## config.mk

```make
export PLATFORM = sky130hd
export DESIGN_NAME = spi_slave
export DESIGN_NICKNAME = d
export VERILOG_FILES = /design/src/rtl/spi_pkg.sv /design/src/rtl/spi_sync_edge.sv /design/src/rtl/spi_slave.sv
export SDC_FILE = /design/constraint.sdc
export NUM_CORES = 1
export LEC_CHECK = 0
export ABC_AREA = 1
export ABC_CLOCK_PERIOD_IN_PS = 1400
export CAP_MARGIN = 20
export CORE_UTILIZATION = 43
export DETAILED_ROUTE_END_ITERATION = 8
export PLACE_DENSITY = 0.68
export SKIP_LAST_GASP = 1
export SLEW_MARGIN = 20
export SYNTH_ARGS = -nofsm -noshare
export SYNTH_HDL_FRONTEND = slang
export SYNTH_HIERARCHICAL = 1
export SYNTH_SLANG_ARGS = --single-unit
export TNS_END_PERCENT = 100
```

## constraint.sdc

```tcl
create_clock -name i_CLK -period 1.4 [get_ports i_CLK]
set_clock_uncertainty 0.05 [all_clocks]
set_input_delay 0.28 -clock i_CLK [delete_from_list [all_inputs] [get_ports i_CLK]]
set_output_delay 0.28 -clock i_CLK [all_outputs]
set_load 0.05 [all_outputs]
```

## src/rtl/spi_pkg.sv

```systemverilog
// Shared SPI slave definitions: mode decoding, FSM state encoding and the underrun fill byte.
package spi_pkg;

  localparam int SPI_MODE0 = 0;
  localparam int SPI_MODE1 = 1;
  localparam int SPI_MODE2 = 2;
  localparam int SPI_MODE3 = 3;

  localparam logic [7:0] UNDERRUN_BYTE = 8'hFF;

  typedef enum logic {
    ST_IDLE   = 1'b0,
    ST_ACTIVE = 1'b1
  } state_e;

  function automatic logic f_cpol(input int mode);
    return mode[1];
  endfunction

  function automatic logic f_cpha(input int mode);
    return mode[0];
  endfunction

endpackage

```

## src/rtl/spi_sync_edge.sv

```systemverilog
// N-stage synchronizer with registered-history edge pulses; latency STAGES cycles to the pulse.
// Reset value is a parameter so an idle line never produces a false edge on reset release.
module spi_sync_edge #(
  parameter int   STAGES  = 2,
  parameter logic RST_VAL = 1'b0
) (
  input  logic clk_i,
  input  logic rst_ni,
  input  logic d_i,
  output logic rise_o,
  output logic fall_o
);

  logic [STAGES-1:0] sync_q;
  logic              prev_q;
  logic              level;

  always_ff @(posedge clk_i or negedge rst_ni) begin
    if (!rst_ni) begin
      sync_q <= {STAGES{RST_VAL}};
      prev_q <= RST_VAL;
    end else begin
      sync_q <= {sync_q[STAGES-2:0], d_i};
      prev_q <= sync_q[STAGES-1];
    end
  end

  assign level  = sync_q[STAGES-1];
  assign rise_o = level & ~prev_q;
  assign fall_o = ~level & prev_q;

endmodule

```

## src/rtl/spi_slave.sv

```systemverilog
// SPI slave endpoint: oversampled SCLK/CS_n/MOSI, byte strobe c_SYNC_STAGES+1 cycles after an edge.
// TX side is a single holding register; o_TX_READY is low while it is full, writes then ignored.
module spi_slave
  import spi_pkg::*;
#(
  parameter int c_SPI_MODE    = 3,
  parameter int c_SYNC_STAGES = 2
) (
  input  logic       i_CLK,
  input  logic       i_RESET_n,
  input  logic       i_SPI_CLK,
  input  logic       i_SPI_CS_n,
  input  logic       i_SPI_MOSI,
  output logic       o_SPI_MISO,
  output logic       o_SPI_MISO_EN,
  input  logic [7:0] i_TX_BYTE,
  input  logic       i_TX_DV,
  output logic       o_TX_READY,
  output logic       o_RX_DV,
  output logic [7:0] o_RX_BYTE
);

  localparam logic CPOL        = f_cpol(c_SPI_MODE);
  localparam logic CPHA        = f_cpha(c_SPI_MODE);
  localparam logic SAMPLE_RISE = (CPOL == CPHA);

  state_e                   state_q, state_d;
  logic                     sclk_rise, sclk_fall, cs_rise, cs_fall;
  logic [c_SYNC_STAGES-1:0] mosi_sync_q;
  logic                     mosi_s;
  logic [2:0]               bit_cnt_q, bit_cnt_d;
  logic [6:0]               rx_sr_q, rx_sr_d;
  logic [7:0]               rx_byte_q, rx_byte_d;
  logic                     rx_dv_q, rx_dv_d;
  logic [7:0]               tx_sr_q, tx_sr_d;
  logic                     miso_q, miso_d;
  logic [7:0]               hold_q, hold_d;
  logic                     hold_vld_q, hold_vld_d;
  logic                     active, cs_start, sample_edge, shift_edge, load;
  logic [7:0]               load_byte;

  spi_sync_edge #(.STAGES(c_SYNC_STAGES), .RST_VAL(CPOL)) u_sclk_sync (
    .clk_i (i_CLK),
    .rst_ni(i_RESET_n),
    .d_i   (i_SPI_CLK),
    .rise_o(sclk_rise),
    .fall_o(sclk_fall)
  );

  spi_sync_edge #(.STAGES(c_SYNC_STAGES), .RST_VAL(1'b1)) u_cs_sync (
    .clk_i (i_CLK),
    .rst_ni(i_RESET_n),
    .d_i   (i_SPI_CS_n),
    .rise_o(cs_rise),
    .fall_o(cs_fall)
  );

  // Same depth as SCLK so the sampled MOSI lines up with the detected edge.
  always_ff @(posedge i_CLK or negedge i_RESET_n) begin
    if (!i_RESET_n) mosi_sync_q <= '0;
    else            mosi_sync_q <= {mosi_sync_q[c_SYNC_STAGES-2:0], i_SPI_MOSI};
  end
  assign mosi_s = mosi_sync_q[c_SYNC_STAGES-1];

  always_ff @(posedge i_CLK or negedge i_RESET_n) begin
    if (!i_RESET_n) state_q <= ST_IDLE;
    else            state_q <= state_d;
  end

  always_comb begin
    state_d = state_q;
    case (state_q)
      ST_IDLE:   if (cs_fall) state_d = ST_ACTIVE;
      ST_ACTIVE: if (cs_rise) state_d = ST_IDLE;
      default:   state_d = ST_IDLE;
    endcase
  end

  always_comb begin
    active        = (state_q == ST_ACTIVE);
    o_SPI_MISO_EN = active;
    o_SPI_MISO    = active & miso_q;
  end

  always_comb begin
    cs_start    = (state_q == ST_IDLE) && cs_fall;
    sample_edge = active && (SAMPLE_RISE ? sclk_rise : sclk_fall);
    shift_edge  = active && (SAMPLE_RISE ? sclk_fall : sclk_rise);
    load        = cs_start || (sample_edge && (bit_cnt_q == 3'd7));
    load_byte   = hold_vld_q ? hold_q : UNDERRUN_BYTE;

    bit_cnt_d  = bit_cnt_q;
    rx_sr_d    = rx_sr_q;
    rx_byte_d  = rx_byte_q;
    rx_dv_d    = 1'b0;
    tx_sr_d    = tx_sr_q;
    miso_d     = miso_q;
    hold_d     = hold_q;
    hold_vld_d = hold_vld_q;

    if (cs_start) bit_cnt_d = 3'd0;

    if (sample_edge) begin
      rx_sr_d   = {rx_sr_q[5:0], mosi_s};
      bit_cnt_d = bit_cnt_q + 3'd1;
      if (bit_cnt_q == 3'd7) begin
        rx_byte_d = {rx_sr_q, mosi_s};
        rx_dv_d   = 1'b1;
      end
    end

    // CPHA=0 already presented bit 7 at load, so the shift edge closing a byte must not advance.
    if (shift_edge && (CPHA || (bit_cnt_q != 3'd0))) begin
      miso_d  = tx_sr_q[7];
      tx_sr_d = {tx_sr_q[6:0], 1'b0};
    end

    if (load) begin
      hold_vld_d = 1'b0;
      if (CPHA) begin
        tx_sr_d = load_byte;
      end else begin
        miso_d  = load_byte[7];
        tx_sr_d = {load_byte[6:0], 1'b0};
      end
    end

    // Evaluated after the load so a same-cycle write lands in holding for the next byte.
    if (i_TX_DV && !hold_vld_q) begin
      hold_d     = i_TX_BYTE;
      hold_vld_d = 1'b1;
    end
  end

  always_ff @(posedge i_CLK or negedge i_RESET_n) begin
    if (!i_RESET_n) begin
      bit_cnt_q  <= 3'd0;
      rx_sr_q    <= 7'd0;
      rx_byte_q  <= 8'h00;
      rx_dv_q    <= 1'b0;
      tx_sr_q    <= 8'h00;
      miso_q     <= 1'b0;
      hold_q     <= 8'h00;
      hold_vld_q <= 1'b0;
    end else begin
      bit_cnt_q  <= bit_cnt_d;
      rx_sr_q    <= rx_sr_d;
      rx_byte_q  <= rx_byte_d;
      rx_dv_q    <= rx_dv_d;
      tx_sr_q    <= tx_sr_d;
      miso_q     <= miso_d;
      hold_q     <= hold_d;
      hold_vld_q <= hold_vld_d;
    end
  end

  assign o_RX_DV    = rx_dv_q;
  assign o_RX_BYTE  = rx_byte_q;
  assign o_TX_READY = ~hold_vld_q;

endmodule
```

==> results of run 1 <==
==> worst paths after layout <==
path | start | to | slack [ns]
min | mosi_sync_q[0] | mosi_sync_q[1] | 0.30
max | bit_cnt_q[0] | o_RX_BYTE[6] | -0.0002
min in group asynchronous | i_RESET_n | o_RX_BYTE[4] | 0.42
max reg2reg | bit_cnt_q[0] | o_RX_BYTE[6] | -0.0002
min reg2reg | mosi_sync_q[0] | mosi_sync_q[1] | 0.30
max in group asynchronous | i_RESET_n | u_sclk_sync/prev_q | 0.59
==> repair_timing <==
item	in CTS	in global routing
hold buffers	1	0
pin swaps	2	7
setup endpoints to repair	20	27
gates resized for setup	14	25
setup buffers	4	4
cloned	0	1
hold endpoints to repair	40	0
==> metrics by stage <==
stage                 TNS (ns)  power [mW]  setup slack (ns)  utilization (%)
finish              -0.0002179       4.045        -0.0002179            65.71
global route           -0.7966       4.294          -0.07024            65.71
CTS                    -0.1404       3.937          -0.07256            62.80
detailed placement     -0.9689       2.931          -0.09415            57.65
global placement       -0.3452       2.891          -0.03466            57.65
floorplan                    0       2.533           0.01322                -
==> registers in the layout, indices dropped and copies added, names as in the netlist <==
register,cells
miso_q,1
mosi_sync_q,2
u_sclk_sync/sync_q,2
hold_vld_q,1
bit_cnt_q,3
u_sclk_sync/prev_q,1
hold_q,8
o_SPI_MISO_EN,1
rx_sr_q,7
o_RX_DV,1
o_RX_BYTE,8
tx_sr_q,8
u_cs_sync/sync_q,2
u_cs_sync/prev_q,1
==> kinds of logic after synthesis <==
family	count (synthesis)
buffers and inverters	23
DFF	46
and+or+nand+nor	125
adders and majority gates	2
AOI/OAI and AO/OA	11
==> routing by layer <==
layer  global-route usage [%]  up-vias  share of wire [%]
met5                        0        -                  0
met4                    5.585        0                2.4
met3                    4.730       10                4.1
met2                    25.62       36                 47
met1                    22.14      678                 46
li1                         -      738                  -
==> synth_stat cells <==
| master | number | share of area [%] |
|---|---|---|
| buf_1 | 1 | 0.20 |
| dfrtp_1 | 40 | 54 |
| a21oi_1 | 1 | 0.27 |
| clkinv_1 | 3 | 0.61 |
| buf_6 | 1 | 0.61 |
| and2_1 | 1 | 0.34 |
| ha_1 | 2 | 1.3 |
| inv_2 | 2 | 0.40 |
| o21ai_0 | 7 | 1.9 |
| nand3_1 | 18 | 4.8 |
| buf_2 | 2 | 0.54 |
| o21ai_1 | 3 | 0.81 |
| clkbuf_1 | 1 | 0.20 |
| nand2_1 | 87 | 18 |
| nor2_1 | 16 | 3.2 |
| dfstp_2 | 6 | 8.5 |
| nand2_4 | 2 | 1.2 |
| nand3_4 | 1 | 0.94 |
| inv_1 | 13 | 2.6 |
==> report_power, final <==
part,switching (mW),internal (mW)
clock network,0.422,0.532
logic,0.634,0.524
registers,0.234,1.70
==> area by class of cell <==
type,count,area (um^2)
Fill cell,331,1401
Sequential cell,46,1160
Multi-Input combinational cell,138,699.4
Timing Repair Buffer,47,564.3
Inverter,18,81.33
Clock buffer,6,72.57
Tap cell,50,62.56
Clock inverter,2,37.54
Timing Repair inverter,1,7.507
==> run_results.csv, run 1 <==
group,metric,value,unit
global_route,grt_overflow,0,
sta,hold_viol,0,
finish,instances_no_fill,308,
setup_path,start_kind,"register",
floorplan,initial_utilization,45.47,%
sta,timing.final.ws_setup,-0.0002179,ns
power_and_ir_drop,p_leak,1.364,nW
place,port_buffers,25,
cts,clk_pin_slew,0.08,ns
yosys,synth-adder-area-share,1.347,%
floorplan,ios,26,
cts,cts_htree_levels,2,
yosys,synth_seq_cells,46,
cts,clk-insertion-delay-late,0.29,ns
finish,final_cell_mix,"78 x nand2_1, 39 x dfrtp_1, 16 x buf_4",
yosys,syn_area_per_cell,8.976,um^2
yosys,synthMuxAreaShare,0,%
setup_path,cp_max_fo,6,
cts,clock-root-buffer,"clkbuf_8",
floorplan,die_y,67.74,um
finish,drive_gt1_share,29.46,%
setup_path,crit_type,"register to register",
cts,cts_tree,"built",
global_route,antenna_found_initial,0,
yosys,ys_warn_count,6,
yosys,synth_compound_area_share,2.963,%
power_and_ir_drop,ir_drop,0.9059,mV
place,place_area,2356,um^2
sta,slew_headroom,80.20,%
global_route,grt_pass1_wl,5513,um
place,dp_hpwl,2227,um
place,place_congestion,0.7332,
routing,totalWireLength,3452,um
global_route,grt_max_degree,47,
job,max-cap-violations,0,
finish,post-route-cell-area,2685,um^2
sta,rsz0062_at_grt,"yes",
sta,whs,0.3031,ns
place,dp_cells,290,
floorplan,core,4086,um^2
finish,syn2layout_area_growth,44.51,%
finish,layout_commonest_cell,"nand2_1",
yosys,syn-instance-count,207,
yosys,seq_area_frac_synth,62.36,%
finish,finalNetCount,273,
routing,drc,0,
sta,setup_viol,1,
global_route,grt_pass1_vias,1237,
setup_path,end_kind,"register",
setup_path,critical_path.slowest_cell,"dfrtp_1",
yosys,synth_area,1858,um^2
cts,cts_buffers,5,
setup_path,cp.depth,7,
outcome,violations,"setup timing",
routing,post_drt_wl_per_cell,11.21,um
setup_path,path_cells,"ha_2, ha_4, nand3_4, buf_6, buf_12, nand2_4, o21ai_2",
setup_path,crit_arrival,1.54,ns
worst_hold_path,hold_depth,0,
routing,drt_iter0_drc,79,
cts,cts_sinks,46,
finish,insertedDiodeCount,0,
yosys,synth.distinct_cells,19,
yosys,yosys.area_share.simple,28.15,%
setup_path,max_stage_delay,0.36,ns
setup_path,ff2ff_path_depth,7,
yosys,synth_fp_nets,223,
yosys,synth_top_family_by_area,"simple AND/OR/NAND/NOR gates",
power_and_ir_drop,power.density,1507,nW/um^2
routing,antenna_left,0,
floorplan,die_w,67.74,um
global_route,grt_util_all_layers,16.55,%
sta,fin_crit_sh,100.0,%
floorplan,dieArea,4588,um^2
routing,vias,1462,
yosys,synth-xor-area-share,0,%
sta,min_period,1.400,ns
setup_path,crit_family,"flip-flops",
routing,viasPerCell,4.747,
cts,clockBufferDepth,2,
setup_path,crit_required,1.54,ns
sta,maxSlewViolCount,0,
floorplan,rows,23,
setup_path,path_buf_inv,2,
sta,tightest_slew,0.2963,ns
routing,dr.pass1.iters,4,
sta,fmax,714.2,MHz
worst_hold_path,min_path_type,"register to register",
outcome,status,"complete, but fails checks",
(Power assumes the default switching activity.)
==> run 2: changes to the inputs <==
--- a/config.mk
+++ b/config.mk
@@ -10,6 +10,7 @@
 export CAP_MARGIN = 20
 export CORE_UTILIZATION = 43
 export DETAILED_ROUTE_END_ITERATION = 8
+export GPL_ROUTABILITY_DRIVEN = 0
 export PLACE_DENSITY = 0.68
 export SKIP_LAST_GASP = 1
 export SLEW_MARGIN = 20
==> results of run 2 <==
Same layout as run 1: the final DEF is identical, and so are final timing and power.
==> run 3: changes to the inputs <==
--- a/config.mk
+++ b/config.mk
@@ -10,7 +10,6 @@
 export CAP_MARGIN = 20
 export CORE_UTILIZATION = 43
 export DETAILED_ROUTE_END_ITERATION = 8
-export GPL_ROUTABILITY_DRIVEN = 0
 export PLACE_DENSITY = 0.68
 export SKIP_LAST_GASP = 1
 export SLEW_MARGIN = 20
==> results of run 3 <==
Same layout as run 1: the final DEF is identical, and so are final timing and power.
